[src/rtl/keypad_entry_buffer_if.sv]
// Keypad entry buffer bus: event pulses from the keyscan side, registered entry state back.
// master drives the key events, slave (the buffer) drives the entry state.
interface keypad_entry_buffer_if #(
    parameter int MAX_DIGITS = 8,
    parameter int CODE_W     = 4
);
    localparam int CNT_W = $clog2(MAX_DIGITS + 1);

    logic                         key_valid;
    logic [CODE_W-1:0]            key_code;
    logic                         backspace;
    logic                         confirm;
    logic                         clear;
    logic [MAX_DIGITS*CODE_W-1:0] digits;
    logic [CNT_W-1:0]             count;
    logic                         full;
    logic                         locked;
    logic                         done;
    logic                         err;
    logic [1:0]                   err_code;

    modport master (
        output key_valid, key_code, backspace, confirm, clear,
        input  digits, count, full, locked, done, err, err_code
    );

    modport slave (
        input  key_valid, key_code, backspace, confirm, clear,
        output digits, count, full, locked, done, err, err_code
    );
endinterface

[src/rtl/keypad_entry_buffer.sv]
// Digit-entry buffer with backspace/clear/confirm and a LOCKED state after confirm.
// One-edge latency, all outputs registered; never stalls, events in the wrong state are dropped.
module keypad_entry_buffer #(
    parameter int MAX_DIGITS = 8,
    parameter int CODE_W     = 4,
    parameter int MIN_DIGITS = 1
) (
    input  logic                 clk,
    input  logic                 rst,
    keypad_entry_buffer_if.slave bus
);
    localparam int CNT_W = $clog2(MAX_DIGITS + 1);
    localparam int DIG_W = MAX_DIGITS * CODE_W;
    localparam logic [CNT_W-1:0] CNT_MAX = CNT_W'(MAX_DIGITS);
    localparam logic [CNT_W-1:0] CNT_MIN = CNT_W'(MIN_DIGITS);
    localparam logic [CNT_W-1:0] CNT_ONE = CNT_W'(1);
    localparam logic [1:0] ERR_OVERFLOW  = 2'd1;
    localparam logic [1:0] ERR_UNDERFLOW = 2'd2;
    localparam logic [1:0] ERR_SHORT     = 2'd3;

    typedef enum logic {
        ST_ENTRY  = 1'b0,
        ST_LOCKED = 1'b1
    } state_e;

    state_e           state_q, state_d;
    logic [DIG_W-1:0] digits_q, digits_d;
    logic [CNT_W-1:0] count_q, count_d;
    logic             full_q, full_d;
    logic             done_q, done_d;
    logic             err_q, err_d;
    logic [1:0]       err_code_q, err_code_d;

    logic ev_clear, ev_confirm, ev_back, ev_key, confirm_ok;

    // Only the highest-priority event of the cycle acts.
    assign ev_clear   = bus.clear;
    assign ev_confirm = bus.confirm & ~bus.clear;
    assign ev_back    = bus.backspace & ~bus.confirm & ~bus.clear;
    assign ev_key     = bus.key_valid & ~bus.backspace & ~bus.confirm & ~bus.clear;
    assign confirm_ok = (count_q >= CNT_MIN);

    always_ff @(posedge clk or posedge rst) begin
        if (rst) begin
            state_q <= ST_ENTRY;
        end else begin
            state_q <= state_d;
        end
    end

    always_comb begin
        state_d = state_q;
        case (state_q)
            ST_ENTRY: begin
                if (ev_confirm && confirm_ok) begin
                    state_d = ST_LOCKED;
                end
            end
            ST_LOCKED: begin
                if (ev_clear) begin
                    state_d = ST_ENTRY;
                end
            end
            default: state_d = ST_ENTRY;
        endcase
    end

    always_comb begin
        digits_d   = digits_q;
        count_d    = count_q;
        done_d     = 1'b0;
        err_d      = 1'b0;
        err_code_d = err_code_q;
        if (ev_clear) begin
            digits_d = '0;
            count_d  = '0;
        end else if (state_q == ST_ENTRY) begin
            if (ev_confirm) begin
                if (confirm_ok) begin
                    done_d = 1'b1;
                end else begin
                    err_d      = 1'b1;
                    err_code_d = ERR_SHORT;
                end
            end else if (ev_back) begin
                if (count_q != '0) begin
                    count_d = count_q - CNT_ONE;
                    // Vacated slot is zeroed so slots beyond count always read 0.
                    for (int i = 0; i < MAX_DIGITS; i++) begin
                        if (CNT_W'(i) == count_d) begin
                            digits_d[i*CODE_W +: CODE_W] = '0;
                        end
                    end
                end else begin
                    err_d      = 1'b1;
                    err_code_d = ERR_UNDERFLOW;
                end
            end else if (ev_key) begin
                if (count_q != CNT_MAX) begin
                    count_d = count_q + CNT_ONE;
                    for (int i = 0; i < MAX_DIGITS; i++) begin
                        if (CNT_W'(i) == count_q) begin
                            digits_d[i*CODE_W +: CODE_W] = bus.key_code;
                        end
                    end
                end else begin
                    err_d      = 1'b1;
                    err_code_d = ERR_OVERFLOW;
                end
            end
        end
        full_d = (count_d == CNT_MAX);
    end

    always_ff @(posedge clk or posedge rst) begin
        if (rst) begin
            digits_q   <= '0;
            count_q    <= '0;
            full_q     <= 1'b0;
            done_q     <= 1'b0;
            err_q      <= 1'b0;
            err_code_q <= 2'd0;
        end else begin
            digits_q   <= digits_d;
            count_q    <= count_d;
            full_q     <= full_d;
            done_q     <= done_d;
            err_q      <= err_d;
            err_code_q <= err_code_d;
        end
    end

    assign bus.digits   = digits_q;
    assign bus.count    = count_q;
    assign bus.full     = full_q;
    assign bus.locked   = (state_q == ST_LOCKED);
    assign bus.done     = done_q;
    assign bus.err      = err_q;
    assign bus.err_code = err_code_q;
endmodule

[src/flat_wrapper.sv]
// flat-port wrapper written by rule: the top's interface ports become plain ports
module keypad_entry_buffer_flat 
#(
    parameter int MAX_DIGITS = 8,
    parameter int CODE_W     = 4,
    parameter int MIN_DIGITS = 1
)
  (clk, rst, bus_key_valid, bus_key_code, bus_backspace, bus_confirm, bus_clear, bus_digits, bus_count, bus_full, bus_locked, bus_done, bus_err, bus_err_code);
  keypad_entry_buffer_if #(.MAX_DIGITS(MAX_DIGITS), .CODE_W(CODE_W)) bus_i ();
  input  logic clk;
  input  logic rst;
  input wire logic [$bits(bus_i.key_valid)-1:0] bus_key_valid;
  input wire logic [$bits(bus_i.key_code)-1:0] bus_key_code;
  input wire logic [$bits(bus_i.backspace)-1:0] bus_backspace;
  input wire logic [$bits(bus_i.confirm)-1:0] bus_confirm;
  input wire logic [$bits(bus_i.clear)-1:0] bus_clear;
  output wire logic [$bits(bus_i.digits)-1:0] bus_digits;
  output wire logic [$bits(bus_i.count)-1:0] bus_count;
  output wire logic [$bits(bus_i.full)-1:0] bus_full;
  output wire logic [$bits(bus_i.locked)-1:0] bus_locked;
  output wire logic [$bits(bus_i.done)-1:0] bus_done;
  output wire logic [$bits(bus_i.err)-1:0] bus_err;
  output wire logic [$bits(bus_i.err_code)-1:0] bus_err_code;
  assign bus_i.key_valid = bus_key_valid;
  assign bus_i.key_code = bus_key_code;
  assign bus_i.backspace = bus_backspace;
  assign bus_i.confirm = bus_confirm;
  assign bus_i.clear = bus_clear;
  assign bus_digits = bus_i.digits;
  assign bus_count = bus_i.count;
  assign bus_full = bus_i.full;
  assign bus_locked = bus_i.locked;
  assign bus_done = bus_i.done;
  assign bus_err = bus_i.err;
  assign bus_err_code = bus_i.err_code;
  keypad_entry_buffer #(.MAX_DIGITS(MAX_DIGITS), .CODE_W(CODE_W), .MIN_DIGITS(MIN_DIGITS)) u_core (.clk(clk), .rst(rst), .bus(bus_i));
endmodule
[config.mk]
export PLATFORM = sky130hd
export DESIGN_NAME = keypad_entry_buffer_flat
export DESIGN_NICKNAME = d
export VERILOG_FILES = /design/src/rtl/keypad_entry_buffer_if.sv /design/src/rtl/keypad_entry_buffer.sv /design/src/flat_wrapper.sv
export SDC_FILE = /design/constraint.sdc
export NUM_CORES = 1
export LEC_CHECK = 0
export ABC_AREA = 1
export BUFFER_PORTS_ARGS = -buffer_cell sky130_fd_sc_hd__buf_2
export CAP_MARGIN = 20
export CELL_PAD_IN_SITES_DETAIL_PLACEMENT = 0
export CELL_PAD_IN_SITES_GLOBAL_PLACEMENT = 1
export CORE_UTILIZATION = 35
export DETAILED_ROUTE_END_ITERATION = 6
export PLACE_DENSITY_LB_ADDON = 0.1
export REMOVE_ABC_BUFFERS = 1
export SLEW_MARGIN = 30
export SYNTH_ARGS = -nofsm -noshare
export SYNTH_HDL_FRONTEND = slang
export SYNTH_SLANG_ARGS = --single-unit
[constraint.sdc]
create_clock -name clk -period 1.7 [get_ports clk]
set_input_delay 0.34 -clock clk [delete_from_list [all_inputs] [get_ports clk]]
set_output_delay 0.34 -clock clk [all_outputs]
set_load 0.005 [all_outputs]
; After elaboration in Yosys (flattened, before gate mapping)
; Index checks and enable logic that the tools add are counted.
[totals]
ff_bits = 42
in_bits = 10
out_inout_bits = 42
elab_cells = 132
[classes]
add_sub_neg = 2
order_cmp = 1
n_eq_ne = 30
muxes = 51
bitwise_logic = 10
reduce_logical = 24
[op_table]
columns = cell, count
row1 = $mux 32, 7
row2 = $mux 4, 23
row3 = $reduce_and 7->1, 8
row4 = $reduce_bool 3->1, 11
row5 = $eq 3x4->1 const A, 8
row6 = $ne 3x3->1 const B, 9
row7 = $eq 2x4->1 const A, 4
row8 = $mux 1, 14
row9 = $mux 2, 6
row10 = $eq 1x4->1 const A, 2
row11 = $logic_not 4->1, 2
row12 = $and 1x1->1, 6
row13 = $ne 2x2->1 const B, 3
row14 = $reduce_and 6->1, 1
row15 = $add 4x1->4 const B, 1
row16 = $eq 4x4->1 const B, 1
row17 = $ge 4x1->1 const B, 1
row18 = $ne 4x4->1 const B, 1
row19 = $not 1->1, 4
row20 = $reduce_bool 4->1, 1
row21 = $sub 4x1->4 const B, 1
row22 = $ne 3x1->1 const B, 1
row23 = $ne 3x2->1 const B, 1
row24 = $pmux 1 s2, 1
row25 = $logic_and 1x1->1, 1

; Longest topological paths before layout
[depth]
word_depth = 10
mapped_depth = 12
ltp_nobuf = 12

; Worst setup path after synthesis
; OpenSTA, ideal clock, no wires.
[synth_timing]
path_type = reg-to-reg
startpoint = register u_core.count_q[0], in the netlist u_core.bus.count[0]
endpoint = register u_core.digits_q[16], in the netlist u_core.bus.digits[16]
setup_time_ns = 0.127
arrival_time_ns = 1.596
required_time_ns = 1.573
slack_ns = -0.023
path_stages_with_launch = 11
n_path_buf = 0
period_less_slack_ns = 1.723
cell_sequence = dfrtp_1 inv_1 ha_1 nand2_2 nand2_1 nand2_1 nand3_4 nor2_1 nand2_2 nand2_1 o21ai_1
[synth_via]
elab_chain_cells = 4
word_cells_on_any_way = 10
cone_classes = add/sub (1) / eq/ne (5) / reduce/logical (4)
[synth_lines]
columns = item, line
row1 = "start, declared", keypad_entry_buffer.sv:28  ; logic [CNT_W-1:0] count_q, count_d;
row2 = "start signal, assigned", keypad_entry_buffer.sv:125  ; count_q <= count_d;
row3 = $sub 4x1->4, keypad_entry_buffer.sv:87  ; count_d = count_q - CNT_ONE;
row4 = $eq 3x4->1, keypad_entry_buffer.sv:90  ; if (CNT_W'(i) == count_d) begin
row5 = $ne 3x3->1 (no source line), n/a
row6 = $reduce_and 7->1 (no source line) (*), n/a
row7 = "end signal, assigned", keypad_entry_buffer.sv:124  ; digits_q <= digits_d;
row8 = "end, declared", keypad_entry_buffer.sv:27  ; logic [DIG_W-1:0] digits_q, digits_d;
; Every way passes the cells marked *; elsewhere a longest branch is shown, timed or not.
; A chain may end at the register's enable or synchronous reset.

; Worst setup path after layout
[layout_timing]
startpoint = register u_core.count_q[0], in the netlist u_core.bus.count[0]
endpoint = register u_core.digits_q[2], in the netlist u_core.bus.digits[2]
[layout_via]
elab_chain_cells = 4
word_cells_on_any_way = 10
cone_classes = add/sub (1) / eq/ne (3) / reduce/logical (6)
[layout_lines]
columns = item, line
row1 = $sub 4x1->4, keypad_entry_buffer.sv:87
row2 = $logic_not 4->1, keypad_entry_buffer.sv:90
row3 = $ne 3x3->1 (no source line), n/a
row4 = $reduce_and 7->1 (no source line) (*), n/a
; Marked as above.

==> run_results.csv <==
group,metric,value,unit
final_layout,n_antenna_cell,0,
setup_path,crit_chain,"inv_2 > ha_4 > nand2_2 > nor2_2 > buf_6 > nand2_4 > nand3_4 > a21oi_2 > nand2_2 > nand2_2 > o21ai_2",
final_layout,fin_cells,399,
grt,antenna_found_initial,0,
placement,io_buffers,51,
grt,grt_overflow_total,0,
clock_network,cts_hold_buf,0,
final_layout,nFillCells,600,
placement,dp_slack,-0.0312,ns
die,core,0.00561,mm2
sta,rsz0062_at_grt,"true",
hold_path,hp-class,"in2async",
power_and_ir_drop,power_density,1080,mW/mm2
routing,routed_via_density,4.69,
placement,placed_cells,390,
routing,ant_nets,0,
setup_path,crit_path_start_kind,"flip-flop",
sta,slew-limit-headroom,65.8,%
final_layout,fin_area,0.00276,mm2
placement,placed_area,0.00254,mm2
final_layout,synthToLayoutAreaGrowth,32.8,%
sta,timing.fmax,0.621,GHz
clock_network,clock-root-buffer,"clkbuf_8",
logic_synthesis,syn_inst,252,
setup_path,cp_slowest_cell,"dfrtp_1",
routing,drtPass1Iterations,4,
final_layout,drive_above_1_share,36.1,%
logic_synthesis,ys_seq_area_share,50.6,%
die,ios,52,
final_layout,final_util,49.2,%
routing,drt_wl_total,4980,um
routing,drc,0,
logic_synthesis,yosys_warnings,0,
clock_network,clk_pin_slew,0.08,ns
grt,grt_max_degree,43,
power_and_ir_drop,p_total,2.98,mW
sta,finalSetupViolCount,0,
setup_path,max_stage_delay,0.37,ns
power_and_ir_drop,p_leak,1.41,nW
routing,drt-initial-drc-count,65,
job,cap_viol_max_count,0,
placement,place_hpwl,3700,um
placement,gp_congestion,0.798,
die,die-area,0.00625,mm2
setup_path,critPathMaxFanout,8,
grt,grt_pass1_wl,8530,um
clock_network,clock-sinks,42,
setup_path,path_common_cell,"nand2_2",
grt,grt_pass1_vias,1786,
setup_path,crit_required,1.86,ns
power_and_ir_drop,vdd.ir_drop.worst,0.367,mV
sta,tightest_slew,0.514,ns
logic_synthesis,synth_area,0.00208,mm2
routing,num_vias,1870,
final_layout,final_cell_mix,"nand2_1 (69), buf_2 (51), dfrtp_1 (41)",
final_layout,fin_nets,340,
sta,fin_skew,0.00796,ns
final_layout,final_common_cell,"nand2_1",
setup_path,path_delay_family,"simple AND/OR/NAND/NOR gates",
outcome,status,"completed",
sta,final.setup.tns,0,ns
die,rows,27,
sta,whs,0.161,ns
logic_synthesis,synth_cell_type_count,23,
setup_path,worstSetupEndpointType,"flip-flop",
grt,grt_util_all_layers,17.8,%
die,die-width,79.1,um
sta,slew_violations,0,
clock_network,cts.htree.levels,2,
die,start_util,37.1,%
sta,fin_crit_sh,94.8,%
logic_synthesis,syn_avg_cell_area,8.25,um2
setup_path,arrival,1.77,ns
clock_network,cts_tree,"built",
die,die_height,79.1,um
clock_network,clk-insertion-delay-late,0.29,ns
sta,final.setup.worst_slack,0.0891,ns
clock_network,cts_buffer_depth,2,
setup_path,path_buf_inv,2,
routing,wire_per_inst,12.5,um
sta,hold_viol,0,
sta,period_minus_slack,1.61,ns
logic_synthesis,ys_ff_latch,42,
setup_path,crit_type,"reg2reg",
clock_network,cts_buffers,5,
==> cells in the mapped netlist <==
library cell | count | share of area [%]
a21boi_2 | 1 | 0.54
a21oi_1 | 10 | 2.4
a21oi_2 | 2 | 0.84
a31oi_1 | 4 | 1.2
buf_2 | 1 | 0.24
buf_4 | 1 | 0.36
dfrtp_1 | 42 | 51
ha_1 | 4 | 2.4
inv_1 | 20 | 3.6
inv_4 | 2 | 0.60
nand2_1 | 74 | 13
nand2_2 | 9 | 2.7
nand2_4 | 2 | 1.1
nand3_1 | 12 | 2.9
nand3_2 | 1 | 0.48
nand3_4 | 1 | 0.84
nand4_1 | 1 | 0.30
nor2_1 | 19 | 3.4
nor2_2 | 4 | 1.2
nor2_4 | 2 | 1.1
o21ai_0 | 10 | 2.4
o21ai_1 | 29 | 7.0
xnor2_1 | 1 | 0.42
==> per-layer routing <==
metal	wire length, um	GRT usage [%]
met5	0	0
met4	58	6.00
met3	208	3.33
met2	2320	29.8
met1	2390	23.0
==> tightest hold or removal path, cell delays in order <==
cell and delay (ns):
buf_2 0.09, inv_1 0.04, buf_4 0.43
==> path summary, 6_finish.rpt <==
path	from	end	slack, ns	cells after the start
max in group asynchronous	rst	u_core.bus.count[2]$_DFF_PP0_	1.15	3
worst max-delay path	u_core.bus.count[0]$_DFF_PP0_	u_core.bus.digits[2]$_DFFE_PP0P_	0.09	11
worst min register to register	u_core.bus.digits[20]$_DFFE_PP0P_	u_core.bus.digits[20]$_DFFE_PP0P_	0.49	2
worst min-delay path	rst	u_core.bus.digits[6]$_DFFE_PP0P_	0.16	3
min in group clk	bus_clear	u_core.bus.locked$_DFF_PP0_	0.40	2
worst max register to register	u_core.bus.count[0]$_DFF_PP0_	u_core.bus.digits[2]$_DFFE_PP0P_	0.09	11
==> layout make-up <==
| cell class | instances | area (um2) | share of cell area [%] |
|---|---|---|---|
| inverters | 22 | 87.6 | 3.17 |
| multi-input cells | 186 | 1020 | 37.1 |
| repair buffers | 69 | 394 | 14.3 |
| clock buffers | 6 | 72.6 | 2.63 |
| flip-flops and latches | 42 | 1050 | 38.1 |
| clock inverters | 2 | 37.5 | 1.36 |
| well taps | 72 | 90.1 | 3.27 |
==> power by group <==
part	switching [mW]	internal, mW
clock	0.339	0.438
sequential	0.100	1.17
combinational	0.515	0.414
==> flip-flops by register name, indices dropped and copies added (netlist names) <==
| register | flops |
|---|---|
| u_core.bus.err_code | 2 |
| u_core.bus.digits | 32 |
| u_core.bus.full | 1 |
| u_core.bus.count | 4 |
| u_core.bus.locked | 1 |
| u_core.bus.err | 1 |
| u_core.bus.done | 1 |
==> what timing repair did <==
item / in CTS / in global routing
pin swaps: 0 / 8
gates resized for setup: 2 / 26
setup buffers: 0 / 1
endpoints found under the setup margin: 12 / 38
==> cells by family after synthesis <==
group / Yosys count / synth area share (%)
AND/OR/NAND/NOR: 125 / 27.4
AO/OA/AOI/OAI: 56 / 14.4
flip-flops: 42 / 50.6
buffers and inverters: 24 / 4.82
adder cells (fa/ha/maj): 4 / 2.41
XOR/XNOR: 1 / 0.422
No activity file was read; power rests on OpenSTA's default activity.
